`config.mk`:
```
export PLATFORM = sky130hd
export DESIGN_NAME = lc4_insn_delay_pipe
export DESIGN_NICKNAME = d
export VERILOG_FILES = /design/src/rtl/lc4_mem_pkg.sv /design/src/rtl/lc4_delay_line.sv /design/src/rtl/lc4_insn_delay_pipe.sv
export SDC_FILE = /design/constraint.sdc
export NUM_CORES = 1
export LEC_CHECK = 0
export BUFFER_PORTS_ARGS = -buffer_cell sky130_fd_sc_hd__buf_2
export CAP_MARGIN = 15
export CORE_MARGIN = 8
export CORE_UTILIZATION = 35
export DETAILED_ROUTE_END_ITERATION = 10
export SLEW_MARGIN = 30
export SYNTH_ARGS = -nofsm -noshare
export SYNTH_HDL_FRONTEND = slang
export SYNTH_SLANG_ARGS = --single-unit
```
`constraint.sdc`:
```
create_clock -name idclk -period 3 [get_ports idclk]
set_input_delay 0.6 -clock idclk [delete_from_list [all_inputs] [get_ports idclk]]
set_output_delay 0.6 -clock idclk [all_outputs]
set_load 0.005 [all_outputs]
```
`src/rtl/lc4_mem_pkg.sv`:
```
// Shared constants for the LC4 instruction-fetch delay pipe.
// Defaults and mode encodings used by the top and its delay lines.
package lc4_mem_pkg;

  localparam int WORD_SIZE_DEF = 16;
  localparam int LATENCY_DEF   = 8;
  localparam int MAX_LATENCY   = 15;

  typedef enum logic {
    MODE_BYPASS = 1'b0,
    MODE_DELAY  = 1'b1
  } mode_e;

endpackage

```
`src/rtl/lc4_delay_line.sv`:
```
// One channel of the fetch delay: a DEPTH-stage {valid, data} shift
// register advancing on gwe, with flush, sync active-low reset and mode gating.
module lc4_delay_line
  import lc4_mem_pkg::*;
#(
  parameter int WIDTH = WORD_SIZE_DEF,
  parameter int DEPTH = LATENCY_DEF
) (
  input  logic             clk_i,
  input  logic             rst_ni,
  input  logic             gwe_i,
  input  logic             mode_i,
  input  logic             flush_i,
  input  logic             in_valid_i,
  input  logic [WIDTH-1:0] in_value_i,
  output logic             out_valid_o,
  output logic [WIDTH-1:0] out_value_o,
  output logic             busy_o
);

  logic [DEPTH-1:0] vld_q, vld_d;
  logic [WIDTH-1:0] data_q [DEPTH];
  logic [WIDTH-1:0] data_d [DEPTH];

  logic delay_mode;
  assign delay_mode = (mode_i == MODE_DELAY);

  always_comb begin
    vld_d  = vld_q;
    data_d = data_q;
    if (gwe_i) begin
      for (int k = DEPTH - 1; k > 0; k--) begin
        data_d[k] = data_q[k-1];
        vld_d[k]  = vld_q[k-1];
      end
      data_d[0] = in_value_i;
      vld_d[0]  = in_valid_i & delay_mode;
    end
    // Flush kills every entry, including the one sampled on this edge.
    if (flush_i) begin
      vld_d = '0;
    end
  end

  always_ff @(posedge clk_i) begin
    if (!rst_ni) begin
      vld_q <= '0;
      for (int k = 0; k < DEPTH; k++) begin
        data_q[k] <= '0;
      end
    end else begin
      vld_q  <= vld_d;
      data_q <= data_d;
    end
  end

  assign out_valid_o = vld_q[DEPTH-1];
  assign out_value_o = data_q[DEPTH-1];
  assign busy_o      = delay_mode & (|vld_q);

endmodule

```
`src/rtl/lc4_insn_delay_pipe.sv`:
```
// Instruction-fetch latency emulator: N_PORTS delay lines between BRAM
// read ports and the core, with a combinational bypass when mode=0.
module lc4_insn_delay_pipe
  import lc4_mem_pkg::*;
#(
  parameter int WORD_SIZE = WORD_SIZE_DEF,
  parameter int N_PORTS   = 2,
  parameter int LATENCY   = LATENCY_DEF
) (
  input  logic                           idclk,
  input  logic                           rst,
  input  logic                           gwe,
  input  logic                           mode,
  input  logic                           flush,
  input  logic [N_PORTS-1:0]             in_valid,
  input  logic [N_PORTS*WORD_SIZE-1:0]   in_value,
  output logic [N_PORTS-1:0]             out_valid,
  output logic [N_PORTS*WORD_SIZE-1:0]   out_value,
  output logic [N_PORTS-1:0]             busy
);

  if (LATENCY < 1 || LATENCY > MAX_LATENCY) begin : g_bad_lat
    $error("lc4_insn_delay_pipe: LATENCY must be 1..15");
  end

  for (genvar p = 0; p < N_PORTS; p++) begin : g_ch
    logic                 dl_valid;
    logic [WORD_SIZE-1:0] dl_value;

    lc4_delay_line #(
      .WIDTH (WORD_SIZE),
      .DEPTH (LATENCY)
    ) u_dl (
      .clk_i       (idclk),
      .rst_ni      (rst),
      .gwe_i       (gwe),
      .mode_i      (mode),
      .flush_i     (flush),
      .in_valid_i  (in_valid[p]),
      .in_value_i  (in_value[p*WORD_SIZE +: WORD_SIZE]),
      .out_valid_o (dl_valid),
      .out_value_o (dl_value),
      .busy_o      (busy[p])
    );

    always_comb begin
      if (mode == MODE_DELAY) begin
        out_valid[p]                        = dl_valid;
        out_value[p*WORD_SIZE +: WORD_SIZE] = dl_value;
      end else begin
        out_valid[p]                        = in_valid[p];
        out_value[p*WORD_SIZE +: WORD_SIZE] = in_value[p*WORD_SIZE +: WORD_SIZE];
      end
    end
  end

endmodule

```
== After elaboration in Yosys (flattened, before gate mapping) ==
Cells that the tools add are included.

* $add $sub $neg: 0
* $mul: 0
* Divide/modulo/power cells: 0
* Magnitude comparators: 0
* Equality and inequality tests: 0
* Shift operators: 0
* Muxes and demuxes: 4
* Bitwise logic cells: 5
* Reduce and logical (&&, ||, !) cells: 3

{| class="wikitable"
|+ Operators with widths
! operator !! count
|-
| two-way mux 16 bit || 2
|-
| OR reduction 8 bit || 2
|-
| AND 1 bit || 4
|-
| two-way mux 1 bit || 2
|-
| OR reduction 2 bit || 1
|-
| NOT 1 bit || 1
|}

* Register bits: 272
* Bits in latches: 0
* Bits in writable memories: 0
* Bits in read-only memories: 0
* Input bits: 39
* Memories kept: 0

== Longest topological paths before layout ==
* Word-level depth: 2
* Mapped depth: 5

== Modules after synthesis ==
From an unflattened synthesis, not the netlist that was laid out.

* Cell total of the unflattened synthesis: 956
* Area total of the unflattened synthesis: 11392.2 um^2

{| class="wikitable"
|+ Modules (own cells, without submodules)
! module !! times used !! cells an instance !! area an instance (um^2) !! seq. area each (um^2)
|-
| lc4_delay_line || 2 || 459 || 5412.7 || 2722.6
|-
| lc4_insn_delay_pipe || 1 || 38 || 566.8 || 0.0
|}

== Worst setup path after synthesis ==
Ideal clock, no wire load.

* Kind: input to output
* From: input port mode
* To: output port out_value[22]
* Arrival time: 1.290 ns
* Slack: 1.110 ns
* Stages on the path: 3
* Buffers on the path: 2
* Cell sequence: buf_4 buf_2 mux2_2

* Cells in the longest elaborated chain, start to end: 1

{| class="wikitable"
|+ Ends and longest elaborated chain
! item !! line !! source
|-
| start, declared || lc4_insn_delay_pipe.sv:13 || <nowiki>input logic mode,</nowiki>
|-
| two-way mux 16 bit || lc4_insn_delay_pipe.sv:47 || <nowiki>if (mode == MODE_DELAY) begin</nowiki>
|-
| end, declared || lc4_insn_delay_pipe.sv:18 || <nowiki>output logic [N_PORTS*WORD_SIZE-1:0] out_value,</nowiki>
|}

No other way between the ends.

== Final worst setup path ==
Ends and elaborated chain as after synthesis.

==> results.md <==
Routing:
- The routed length per instance is 12.5 µm.
- For this block, the via count after detailed routing is between 6000 and 7000.
- The count of nets left with antenna violations once routing finished came out at 0.
- The vias per cell is 4.42.
- The starting DRC count in detailed routing is 243.
- The post-detailed-routing wire length is around 17 mm.
- In the routed design, unresolved DRC markers number 0.
- The pre-antenna-repair detailed-routing pass consisted of 4 iterations.

Placed design:
- The congestion estimate from routability-driven global placement came to 0.666.
- The placed wire-length estimate after detailed placement is ~11 mm.
- The number of input and output port buffers inserted is between 70 and 80.
- In this run, placement finished with an instance count of 1341.

Worst setup path:
- The capturing element of the worst setup path is out_value[22].
- For the worst flop-to-flop path, the logic depth is 2.
- The most critical setup path has its startpoint at mode.
- The number of buffers and inverters on the critical path is 3.
- The cell repeated most along the worst path is buf_2.
- The setup slack on the worst flop-to-flop path is 2.35 ns.
- The critical path crosses 4 cells after its start point.
- The worst setup path is captured at an output pin.
- Of all nets on the critical path, the largest fanout is 26.
- STA classifies the critical path startpoint as an input port.
- STA puts the critical path data arrival time at 1.70 ns.
- The signal on the critical path passes through buf_2, buf_12, mux2_2, buf_2.
- The largest individual stage delay along the critical path comes from the cell mux2_2.
- The type of the setup path with the least slack is input port to output pin.
- The startpoint of the worst-slack reg-to-reg timing path is g_ch[1].u_dl.data_q[90].
- At the worst endpoint, the required time is 2.40 ns.
- The cell family contributing the most delay on the critical path is buffers and inverters.
- In this design, the stage delay of the slowest critical-path cell is roughly 0.36 ns.
- The endpoint identified for the worst register-to-register timing path is g_ch[1].u_dl.data_q[90].

Worst hold path:
- The path class of the lowest-slack min-delay path is input port to flip-flop.

GRT:
- The global-route wire length before repair is about 30 mm.
- The via count of the first global-routing pass is just over 6000.
- The maximum number of pins on one net before global-route repair is approximately 120.
- The number of antenna violations at the first check in global routing is 2.
- The total congestion overflow is 0.
- The overall routing resource usage is under 10%.

STA:
- In the final timing run, aggregate negative setup slack is 0 ns.
- The number of hold violations in the final report is 0.
- The final clock skew is 0.0123 ns.
- The share of the clock period used by the worst path is 76.6%.
- The worst slew slack as a fraction of its limit is between 50% and 60%.
- Derived from the worst setup path, the maximum achievable clock frequency is 435 MHz.
- Setup repair after global routing left no endpoint under its margin.
- The actual transition at the worst max-transition pin is 0.635 ns.
- Setup violations remaining at the end of the flow were counted as 0.
- The shortest clock period the worst path allows after layout is 2.30 ns.
- The number of max-slew violations in the final report came to 0.

Finish:
- The area added between synthesis and finish is 13.2%.
- The net count of the finished layout is 1016.
- For this run, the number of standard cells in the final layout without fillers is around 1400.
- The share of post-route cells with drive strength above 1 is 16.8%.

Yosys:
- The average instance in the mapped netlist occupies ~12 µm².
- The net count after synthesis is 965.
- Yosys attributes the largest share of cell area to dfxtp_1, mux2i_1, nor2b_1.
- The dominant cell type by area after synthesis is dfxtp_1.
- The fraction of the yosys area taken by sequential cells is 49.9%.
- The post-synthesis instance total is about 900.
- The number of warning messages in the yosys log is 0.
- The distinct cell type count after synthesis is 17.
- The fraction of post-synthesis cell area in the top cell type by area is about half.
- The async set-reset flop share out of synthesis is 0%.
- Synthesis inferred 272 register bits.
- The number of enable flip-flop cells after synthesis is 0.
- Ranked by instance count, the synthesized netlist is headed by dfxtp_1, mux2i_1, nor2b_1.
- In the synthesized netlist the dominant register cell turns out to be dfxtp_1.
- The cell with the most instances after synthesis is dfxtp_1.
- The mapped netlist covers 10900 µm².

Die:
- The die is 193 µm wide.
- The floorplan die area is 37100 µm².
- The initial core utilization is roughly 36%.
- 75 I/O pins were placed.
- The area inside the core boundary is ~30000 µm².
- The initialized floorplan defines 64 standard-cell rows.
- The die outline height is just under 200 µm.

Pwr:
- VDD sags by at most 0.000429 V.
- In this run, the clock network consumes 47.0% of the power.
- The static leakage power is 5.12 nW.
- For this design the ratio of total power to cell area is 634 nW/µm².
- In this run the power spent charging and discharging nets is 0.00163 W.
- The cell internal power dissipation is around 0.0062 W.
- The share of power burned in combinational logic is under 10%.
- Net switching is 20.8% of the power.
- The sequential cell fraction of total power is 47.2%.

CTS:
- Clock tree synthesis inserted a total of 30 buffers.
- Once the clock tree was built, the resizer swapped 0 gates to a different size.
- Hold repair after CTS inserted 0 buffers.
- The clock network latency to the later pin of the worst-skew pair is approximately 0.53 ns.
- CTS saw 272 sinks.
- The tree is rooted in a clkbuf_16.
- Clock-pin slew was measured on the worst setup and hold paths at 0.06 ns.
- The number of H-tree branching levels is 1.
- The maximum number of buffers from clock root to sink is 3.
- TritonCTS built the clock tree.
- The number of setup buffers added after CTS is 0.

Job:
- The total of max-cap violations is 0.

Status:
- The flow ran to the end, and the final reports show no timing, DRC or antenna violations.
## final cells by class
class | instances | area [µm²]
antenna | 1 | 2.50
clock buffer | 46 | 932
clock inverter | 7 | 90.1
fill | 3008 | 18300
multi-input combinational | 587 | 4820
sequential | 272 | 5450
tap | 396 | 495
timing repair buffer | 86 | 561
## worst min-delay path, stage by stage
cell	delay, ns
buf_2	0.09
mux2i_1	0.06
nor2b_1	0.09
## cell usage in the layout, fill, tap and decap left out
master,Yosys,layout
a21boi_0,2,2
a21oi_1,2,2
buf_12,7,7
buf_2,6,72
buf_4,5,6
buf_8,21,1
bufinv_16,0,2
clkbuf_1,25,5
clkbuf_16,0,31
clkbuf_8,0,10
clkinv_2,0,3
clkinvlp_4,0,2
dfxtp_1,272,272
diode_2,0,1
mux2_2,34,34
mux2i_1,270,270
nand2b_1,3,3
nand3_1,2,2
nor2_1,14,14
nor2b_1,256,256
nor4_1,4,4
## metrics by stage
step                hold slack (ns)  setup WS (ns)  cell area [µm²]  power, W  utilization (%)
floorplan                     0.458           1.11            10900   0.00416                -
global placement              0.477          0.710            11300   0.00422             36.9
detailed placement            0.480          0.675            11300   0.00423             36.9
CTS                           0.314          0.670            12300   0.00797             40.2
global route                  0.325          0.627            12300   0.00816             40.2
finish                        0.336          0.701            12300   0.00782             40.2
## how the worst min path moves through the flow
stage / startpoint / endpoint / slack [ns] / cells past startpoint
finish: in_value[15] / g_ch[0].u_dl.data_q[127] / 0.34 / 3
global placement: g_ch[1].u_dl.vld_q[0] / g_ch[1].u_dl.vld_q[0] / 0.48 / 2
global route: in_value[2] / g_ch[0].u_dl.data_q[114] / 0.33 / 3
floorplan: g_ch[0].u_dl.vld_q[0] / g_ch[0].u_dl.vld_q[0] / 0.46 / 2
detailed placement: g_ch[0].u_dl.vld_q[0] / g_ch[0].u_dl.vld_q[0] / 0.48 / 2
CTS: in_value[30] / g_ch[1].u_dl.data_q[126] / 0.31 / 3
## metal layers
metal / global-route usage, % / part of all wire (%) / vias up / routed length, µm
li1: - / - / 3209 / -
met1: 12.2 / 50 / 2842 / 8750
met2: 14.8 / 42 / 81 / 7400
met3: 2.24 / 5.2 / 36 / 907
met4: 3.23 / 2.3 / 2 / 395
met5: 0 / 0.074 / - / 13
## power groups by stage
stage	clock network (W)	registers, W	logic, W
6_report	0.00368	0.00369	0.000448
2_1_floorplan	0	0.00376	0.000396
4_1_cts	0.00382	0.00369	0.000458
3_3_place_gp	0	0.00377	0.000453
5_1_grt	0.00397	0.00370	0.000488
3_5_place_dp	0	0.00377	0.000456
## registers in the layout, summed over array words and instances, names as in the netlist
name,flops
g_ch.u_dl.data_q,224
g_ch.u_dl.out_value_o,32
g_ch.u_dl.vld_q,16
## logic make-up after synthesis
group | synth area share (%)
AO/OA/AOI/OAI | 0.229
buffers and inverters | 5.90
flip-flops | 49.9
multiplexers | 28.3
AND/OR/NAND/NOR | 15.7
No activity file was read; power rests on OpenSTA's default activity.
